===== src/rtl/dpll_pkg.sv =====
`default_nettype none
// ----------------------------------------------------------------------------
// dpll_pkg : shared constants, FSM state type and trim-word encoder for the
//            DCO frequency-locking controller.
// Revision  : 1.0
// ----------------------------------------------------------------------------
package dpll_pkg;

  localparam int TRIM_W  = 26;
  localparam int NSTAGE  = 13;
  localparam int IDX_MAX = 26;
  localparam int IDX_W   = 5;

  typedef enum logic [1:0] {
    IDLE  = 2'd0,
    ARM   = 2'd1,
    TRACK = 2'd2,
    LOCK  = 2'd3
  } state_e;

  // Primary bits fill first; a secondary bit only turns on once every primary
  // bit is already on.
  function automatic logic [TRIM_W-1:0] encode_trim(input logic [IDX_W-1:0] idx);
    logic [TRIM_W-1:0] enc;
    int                i;
    enc = '0;
    i   = int'(idx);
    for (int k = 0; k < NSTAGE; k++) begin
      enc[k]          = (k < i);
      enc[NSTAGE + k] = (i > NSTAGE) && (k < i - NSTAGE);
    end
    return enc;
  endfunction

endpackage
`default_nettype wire


===== src/rtl/dpll_ref_sync.sv =====
`default_nettype none
// ----------------------------------------------------------------------------
// dpll_ref_sync : two-flop synchronizer for the reference clock plus a delay
//                 flop for rising-edge detection in the DCO clock domain.
// Revision      : 1.0
// ----------------------------------------------------------------------------
module dpll_ref_sync (
  input  logic clock_i,
  input  logic reset_i,
  input  logic ref_i,
  output logic edge_o
);

  logic sync1_q;
  logic sync2_q;
  logic dly_q;

  always_ff @(posedge clock_i or posedge reset_i) begin
    if (reset_i) begin
      sync1_q <= 1'b0;
      sync2_q <= 1'b0;
      dly_q   <= 1'b0;
    end else begin
      sync1_q <= ref_i;
      sync2_q <= sync1_q;
      dly_q   <= sync2_q;
    end
  end

  assign edge_o = sync2_q & ~dly_q;

endmodule
`default_nettype wire


===== src/rtl/dpll_freq_ctrl.sv =====
`default_nettype none
// ----------------------------------------------------------------------------
// dpll_freq_ctrl : counts DCO cycles per reference period and steps the ring
//                  oscillator trim toward the programmed divider ratio.
//                  Define DPLL_AVG_EN to compare two-period sums instead.
// Revision       : 1.0
// ----------------------------------------------------------------------------
module dpll_freq_ctrl
  import dpll_pkg::*;
#(
  parameter int DIV_W    = 5,
  parameter int CNT_W    = 7,
  parameter int TOL      = 1,
  parameter int LOCK_N   = 4,
  parameter int TRIM_RST = 0
) (
  input  logic              clock_i,
  input  logic              reset_i,
  input  logic              enable_i,
  input  logic              osc_i,
  input  logic [DIV_W-1:0]  div_i,
  output logic [TRIM_W-1:0] trim_o,
  output logic [IDX_W-1:0]  trim_idx_o,
  output logic              locked_o,
  output logic              update_o
);

  localparam int STK_W = $clog2(LOCK_N + 1);
  localparam int EW    = ((CNT_W > DIV_W) ? CNT_W : DIV_W) + 3;

  localparam logic [CNT_W-1:0] CNT_MAX  = '1;
  localparam logic [CNT_W-1:0] CNT_ONE  = CNT_W'(1);
  localparam logic [IDX_W-1:0] IDX_TOP  = IDX_W'(IDX_MAX);
  localparam logic [IDX_W-1:0] IDX_INIT = IDX_W'(TRIM_RST);
  localparam logic [STK_W-1:0] STK_LAST = STK_W'(LOCK_N - 1);
  localparam logic [STK_W-1:0] STK_FULL = STK_W'(LOCK_N);

  state_e              state_q,  state_d;
  logic [CNT_W-1:0]    cnt_q,    cnt_d;
  logic [IDX_W-1:0]    idx_q,    idx_d;
  logic [TRIM_W-1:0]   trim_q,   trim_d;
  logic                locked_q, locked_d;
  logic                update_q, update_d;
  logic [STK_W-1:0]    streak_q, streak_d;

  logic                ref_edge;
  logic signed [EW-1:0] meas;
  logic signed [EW-1:0] band_hi;
  logic signed [EW-1:0] band_lo;
  logic                go_up;
  logic                go_down;

  dpll_ref_sync u_ref_sync (
    .clock_i (clock_i),
    .reset_i (reset_i),
    .ref_i   (osc_i),
    .edge_o  (ref_edge)
  );

`ifdef DPLL_AVG_EN
  logic [CNT_W-1:0] prev_q, prev_d;
  logic             have_prev_q, have_prev_d;
  logic [CNT_W:0]   sum;

  // Without a prior period the sum degenerates to twice the current count.
  assign sum     = have_prev_q ? ({1'b0, cnt_q} + {1'b0, prev_q}) : {cnt_q, 1'b0};
  assign meas    = EW'(sum);
  assign band_hi = EW'(div_i) + EW'(div_i) + EW'(2 * TOL);
  assign band_lo = EW'(div_i) + EW'(div_i) - EW'(2 * TOL);
`else
  assign meas    = EW'(cnt_q);
  assign band_hi = EW'(div_i) + EW'(TOL);
  assign band_lo = EW'(div_i) - EW'(TOL);
`endif

  // A saturated count is always too slow a reference, whatever div is.
  assign go_up   = (cnt_q == CNT_MAX) || (meas > band_hi);
  assign go_down = !go_up && (meas < band_lo);

  always_comb begin
    state_d  = state_q;
    cnt_d    = cnt_q;
    idx_d    = idx_q;
    locked_d = locked_q;
    update_d = 1'b0;
    streak_d = streak_q;
`ifdef DPLL_AVG_EN
    prev_d      = prev_q;
    have_prev_d = have_prev_q;
`endif

    if (state_q == IDLE) begin
      cnt_d = '0;
    end else if (ref_edge) begin
      cnt_d = CNT_ONE;
    end else if (cnt_q != CNT_MAX) begin
      cnt_d = cnt_q + 1'b1;
    end

    if (!enable_i) begin
      state_d  = IDLE;
      cnt_d    = '0;
      locked_d = 1'b0;
      streak_d = '0;
`ifdef DPLL_AVG_EN
      prev_d      = '0;
      have_prev_d = 1'b0;
`endif
    end else begin
      case (state_q)
        IDLE: begin
          state_d = ARM;
        end
        ARM: begin
          if (ref_edge) begin
            state_d  = TRACK;
            streak_d = '0;
`ifdef DPLL_AVG_EN
            have_prev_d = 1'b0;
`endif
          end
        end
        TRACK, LOCK: begin
          if (ref_edge) begin
            update_d = 1'b1;
`ifdef DPLL_AVG_EN
            prev_d      = cnt_q;
            have_prev_d = 1'b1;
`endif
            if (go_up || go_down) begin
              if (go_up && (idx_q != IDX_TOP)) begin
                idx_d = idx_q + 1'b1;
              end else if (go_down && (idx_q != '0)) begin
                idx_d = idx_q - 1'b1;
              end
              streak_d = '0;
              locked_d = 1'b0;
              state_d  = TRACK;
            end else if (state_q == TRACK) begin
              if (streak_q >= STK_LAST) begin
                state_d  = LOCK;
                locked_d = 1'b1;
                streak_d = STK_FULL;
              end else begin
                streak_d = streak_q + 1'b1;
              end
            end
          end
        end
        default: begin
          state_d = IDLE;
        end
      endcase
    end
  end

  assign trim_d = encode_trim(idx_d);

  always_ff @(posedge clock_i or posedge reset_i) begin
    if (reset_i) begin
      state_q  <= IDLE;
      cnt_q    <= '0;
      idx_q    <= IDX_INIT;
      trim_q   <= encode_trim(IDX_INIT);
      locked_q <= 1'b0;
      update_q <= 1'b0;
      streak_q <= '0;
`ifdef DPLL_AVG_EN
      prev_q      <= '0;
      have_prev_q <= 1'b0;
`endif
    end else begin
      state_q  <= state_d;
      cnt_q    <= cnt_d;
      idx_q    <= idx_d;
      trim_q   <= trim_d;
      locked_q <= locked_d;
      update_q <= update_d;
      streak_q <= streak_d;
`ifdef DPLL_AVG_EN
      prev_q      <= prev_d;
      have_prev_q <= have_prev_d;
`endif
    end
  end

  assign trim_o     = trim_q;
  assign trim_idx_o = idx_q;
  assign locked_o   = locked_q;
  assign update_o   = update_q;

endmodule
`default_nettype wire


===== config.mk =====
export PLATFORM = sky130hd
export DESIGN_NAME = dpll_freq_ctrl
export DESIGN_NICKNAME = d
export VERILOG_FILES = /design/src/rtl/dpll_pkg.sv /design/src/rtl/dpll_ref_sync.sv /design/src/rtl/dpll_freq_ctrl.sv
export SDC_FILE = /design/constraint.sdc
export NUM_CORES = 1
export LEC_CHECK = 0
export CORE_UTILIZATION = 50
export CTS_BUF_LIST = sky130_fd_sc_hd__clkbuf_4 sky130_fd_sc_hd__clkbuf_8
export CTS_CLUSTER_DIAMETER = 30
export DETAILED_ROUTE_END_ITERATION = 8
export PLACE_DENSITY = 0.81
export SYNTH_ARGS = -nofsm -noshare
export SYNTH_HDL_FRONTEND = slang
export SYNTH_SLANG_ARGS = --single-unit

===== constraint.sdc =====
create_clock -name clock_i -period 3.8 [get_ports clock_i]
set_input_delay 1.14 -clock clock_i [delete_from_list [all_inputs] [get_ports clock_i]]
set_output_delay 1.14 -clock clock_i [all_outputs]
set_load 0.01 [all_outputs]

==> results.txt <==
- The flow ran to the end, and the final reports show no timing, DRC or antenna violations.
* Number of violations reported at the end of detailed-routing iteration 0: 129
* Per-cell routed wire length: 15.93 µm
- Cell at the root of the clock tree: clkbuf_8
- Largest net degree at the start of global routing: 49
* Max Root-Sink Buffers: 2
* CTS hold repair buffers: 0
- For this design, the sink count on the clock tree is 48.
- Counting cells, the worst reg-to-reg path comes to 11.
- The worst-case IR drop observed on VDD is 0.3422 mV.
- Ordered cell list for the critical path: buf_6 > ha_4 > nand3_2 > xor2_1 > ha_1 > a21o_1 > a211oi_2 > buf_4 > a21oi_2 > or3_4 > a32oi_4 > buf_4 > buf_12 > nand2_2 > a211oi_1
* Synth cell types: 55
- Vert. Die Dim: 75.35 µm
- The first global-routing pass estimated 10.32 mm of wire.
- Total power density per cell area: 417.2 nW/µm²
- In this run the number of cells on the critical path is 15.
- Final core occ: 74.44%
- Count of unresolved DRC violations after routing: 0
- Leading cell types in the layout, fill and taps excluded: dfrtp_1, buf_4, clkdlybuf4s50_1
- Measured slew at the worst slew-check pin: 0.9801 ns
* Async SR Flop Fraction: 100.0%
* Fill count: 369
- Clock skew on the completed layout was measured at 0.008731 ns.
- Placed cell area: 3441 µm²
- Synthesis produced 264 cells.
- Instance count along the most critical hold path: 0
* Tcrit/Tclk final: 99.22%
* Core Footprint: 5140 µm²
- dfrtp_1 takes more of the synthesized area than any other cell.
* Number of diodes: 0
- Routability-driven placement finished with a final weighted congestion of 0.8269.
- The tool flagged a number of max-cap violations equal to 0.
- Worst Setup Start Kind: input pin
- Clock-pin slew was measured on the worst setup and hold paths at 0.08 ns.
- Kind of critical path: in -> reg
- Cells with a size suffix above 1 make up 29.94% of the layout.
* Area grow syn2layout: 42.23%
- Measured along the x axis, the die boundary spans 75.35 µm.
- 1st-pass router iterations: 4
- STA puts the critical path data required time at 4.01 ns.
* Synthesized cell area: 2690 µm²
- Register area share after synthesis: 44.65%
- The via count of the first global-routing pass was 2,227.
* Final hold violation count: 0
- Total CTS buffers: 5
- In this run the core area contains 26 standard-cell rows.
- Fmax achieved: 265.2 MHz
* Leakage power summed over all cells: 1.775 nW
- The die covers 5678 µm².
* Largest incremental delay on the critical path: 0.44 ns
- TritonCTS built the clock tree.
* Dominant synthesized flop cell: dfrtp_1
- Critical R2R Launch: trim_idx_o[1]
* Sum of routed wire length over all layers: 6.753 mm
- Count of vias placed by the detailed router: 2,372
- Power, Total: 0.001596 W
- The endpoint identified for the worst register-to-register timing path is trim_o[25].
* #FFs+latches synth: 48
* Hold Path Sink: u_ref_sync.sync2_q
- In this run the remaining antenna-violating nets after routing total 0.
- PortBufs: 41
* Worst slack on hold paths: 0.3628 ns
- In the global route stage, overall resource usage came out at 24.62%.
- Top-area cell type share of the netlist area: 44.65%
- Worst hold start: u_ref_sync.sync1_q
- Most frequent cell on the critical path: buf_4
- Number of primary I/O pins: 42
- Along the worst path, the maximum fanout reaches 6.
* Cell type group with the largest total delay on the critical path: compound AO/OA/AOI/OAI gates
- The smallest clock period supported by the final layout is computed as 3.770 ns.
- Setup violations remaining at the end of the flow were counted as 0.
- The net count of the finished layout is 384.
- Post-route cell area: 3826 µm²
- Summed over all layers, the global routing overflow is 0.
- Dividing the synthesized area by the synthesized cell count gives 10.19 µm².
- Registers take 1201 µm².
* Detailed placement HPWL: 4.390 mm
* CTS H-tree depth: 2
- Counting flops with a built-in enable in the synthesized netlist gives 0.
* HP Class: reg -> reg
* Area occupied by multi-input gates: 1558 µm²
- Clock latency on the worst-skew pair: 0.30 ns
* Register-to-register setup slack: 0.78 ns
* Post-detailed-route via-to-cell ratio: 5.594
- After synthesis, the cell types taking the most area are dfrtp_1, ha_1, inv_1.
- Synthesis produced a netlist with a net count of 294.
* Buf+Inv Stages, Crit Path: 4
* Slew Limit Headroom: 34.57%
- For the worst setup path, the data arrival time is 3.98 ns.
- Commonest non-fill, non-tap cell in the layout: dfrtp_1
* Critical Path Sink Type: flip-flop
- Antenna violations before repair: 0
- The initial utilization of the core area, before any placement, comes to 52.34%.
- The final-report max-slew violation count was 0.
* Master of the slowest instance on the critical path: or3_4
* Warnings from Yosys: 0
[cells by family (layout without fill, tap and decap cells)]
logic type / after synthesis / in the layout / synth area share, %
AO/OA/AOI/OAI: 65 / 65 / 19.40
AND/OR/NAND/NOR: 87 / 87 / 17.44
flip-flops: 48 / 48 / 44.65
buffers and inverters: 31 / 121 / 4.651
adder cells (fa/ha/maj): 21 / 21 / 9.767
multiplexers: 3 / 3 / 1.163
XOR/XNOR: 9 / 9 / 2.930
[routing by layer]
layer	up-vias	track usage [%]	routed length [µm]
met5	-	0	0
met4	0	7.202	93
met3	7	5.423	283
met2	64	40.77	3399
met1	1176	32.67	2975
li1	1125	-	-
[cells in the mapped netlist, types with 2 or more instances]
master    count
a211oi_1      4
a21o_1        6
nand4b_1      3
o211ai_1      3
a211oi_2      2
nand2_1      16
a21oi_1      15
nand3_1      15
and3_1        5
nand3b_1      5
nor3_1        8
xnor2_1       5
mux2i_1       2
buf_2         4
ha_1         21
nor4b_1       2
o211a_1       3
o31ai_1       4
dfrtp_1      48
o21ai_0       7
xor2_1        4
clkbuf_1      2
o21ai_1       3
nor2_1       21
a31oi_1       3
nand4_1       2
inv_1        23
[flip-flops by register name, summed over array words and instances (netlist names)]
| name | cells |
|---|---|
| trim_idx_o | 5 |
| update_o | 1 |
| streak_q | 3 |
| u_ref_sync.sync2_q | 1 |
| trim_o | 26 |
| cnt_q | 7 |
| state_q | 2 |
| locked_o | 1 |
| u_ref_sync.dly_q | 1 |
| u_ref_sync.sync1_q | 1 |
[worst reg2reg max path, cell delays in order (launching register included)]
cell and delay, ns:
dfrtp_1 0.65, inv_1 0.10, ha_1 0.25, nor4b_2 0.19, a21oi_1 0.28, nand3_1 0.18
or3_4 0.40, a32oi_4 0.32, buf_4 0.18, buf_12 0.10, nand2_2 0.07, a211oi_1 0.22
[repair_timing]
item                                    CTS  global route
setup buffers                             7             9
gates resized for setup                  31            24
pin swaps                                13            15
endpoints found under the setup margin   30            26
[cell type report]
cell class | count | area share, %
sequential | 48 | 31.39
inverter | 24 | 2.354
tap | 70 | 2.289
clock inverter | 1 | 0.2289
timing repair buffer | 90 | 20.86
clock buffer | 6 | 2.158
multi-input combinational | 185 | 40.71
[stage by stage]
step	std cells	setup slack [ns]	setup TNS (ns)
after floorplan	264	0.008944	0
after global placement	401	-0.6278	-14.24
after detailed placement	401	-0.6993	-17.89
after CTS	415	0.03705	0
after global routing	424	-0.03736	-0.1172
final	424	0.02971	0
[power breakdown]
part,internal (W),switching (W)
registers,0.000560,0.0000586
logic,0.000351,0.000319
clock network,0.000145,0.000163
[worst max path at each step]
stage / slack (ns) / start / end
after floorplan: 0.009 / div_i[2] / trim_o[25]
after global placement: -0.63 / div_i[0] / trim_o[25]
after global routing: -0.04 / div_i[0] / trim_o[25]
final: 0.03 / div_i[0] / trim_o[25]
after CTS: 0.04 / div_i[0] / trim_o[21]
after detailed placement: -0.70 / div_i[1] / trim_o[21]
Note: power is estimated with default switching activity, not from simulation.
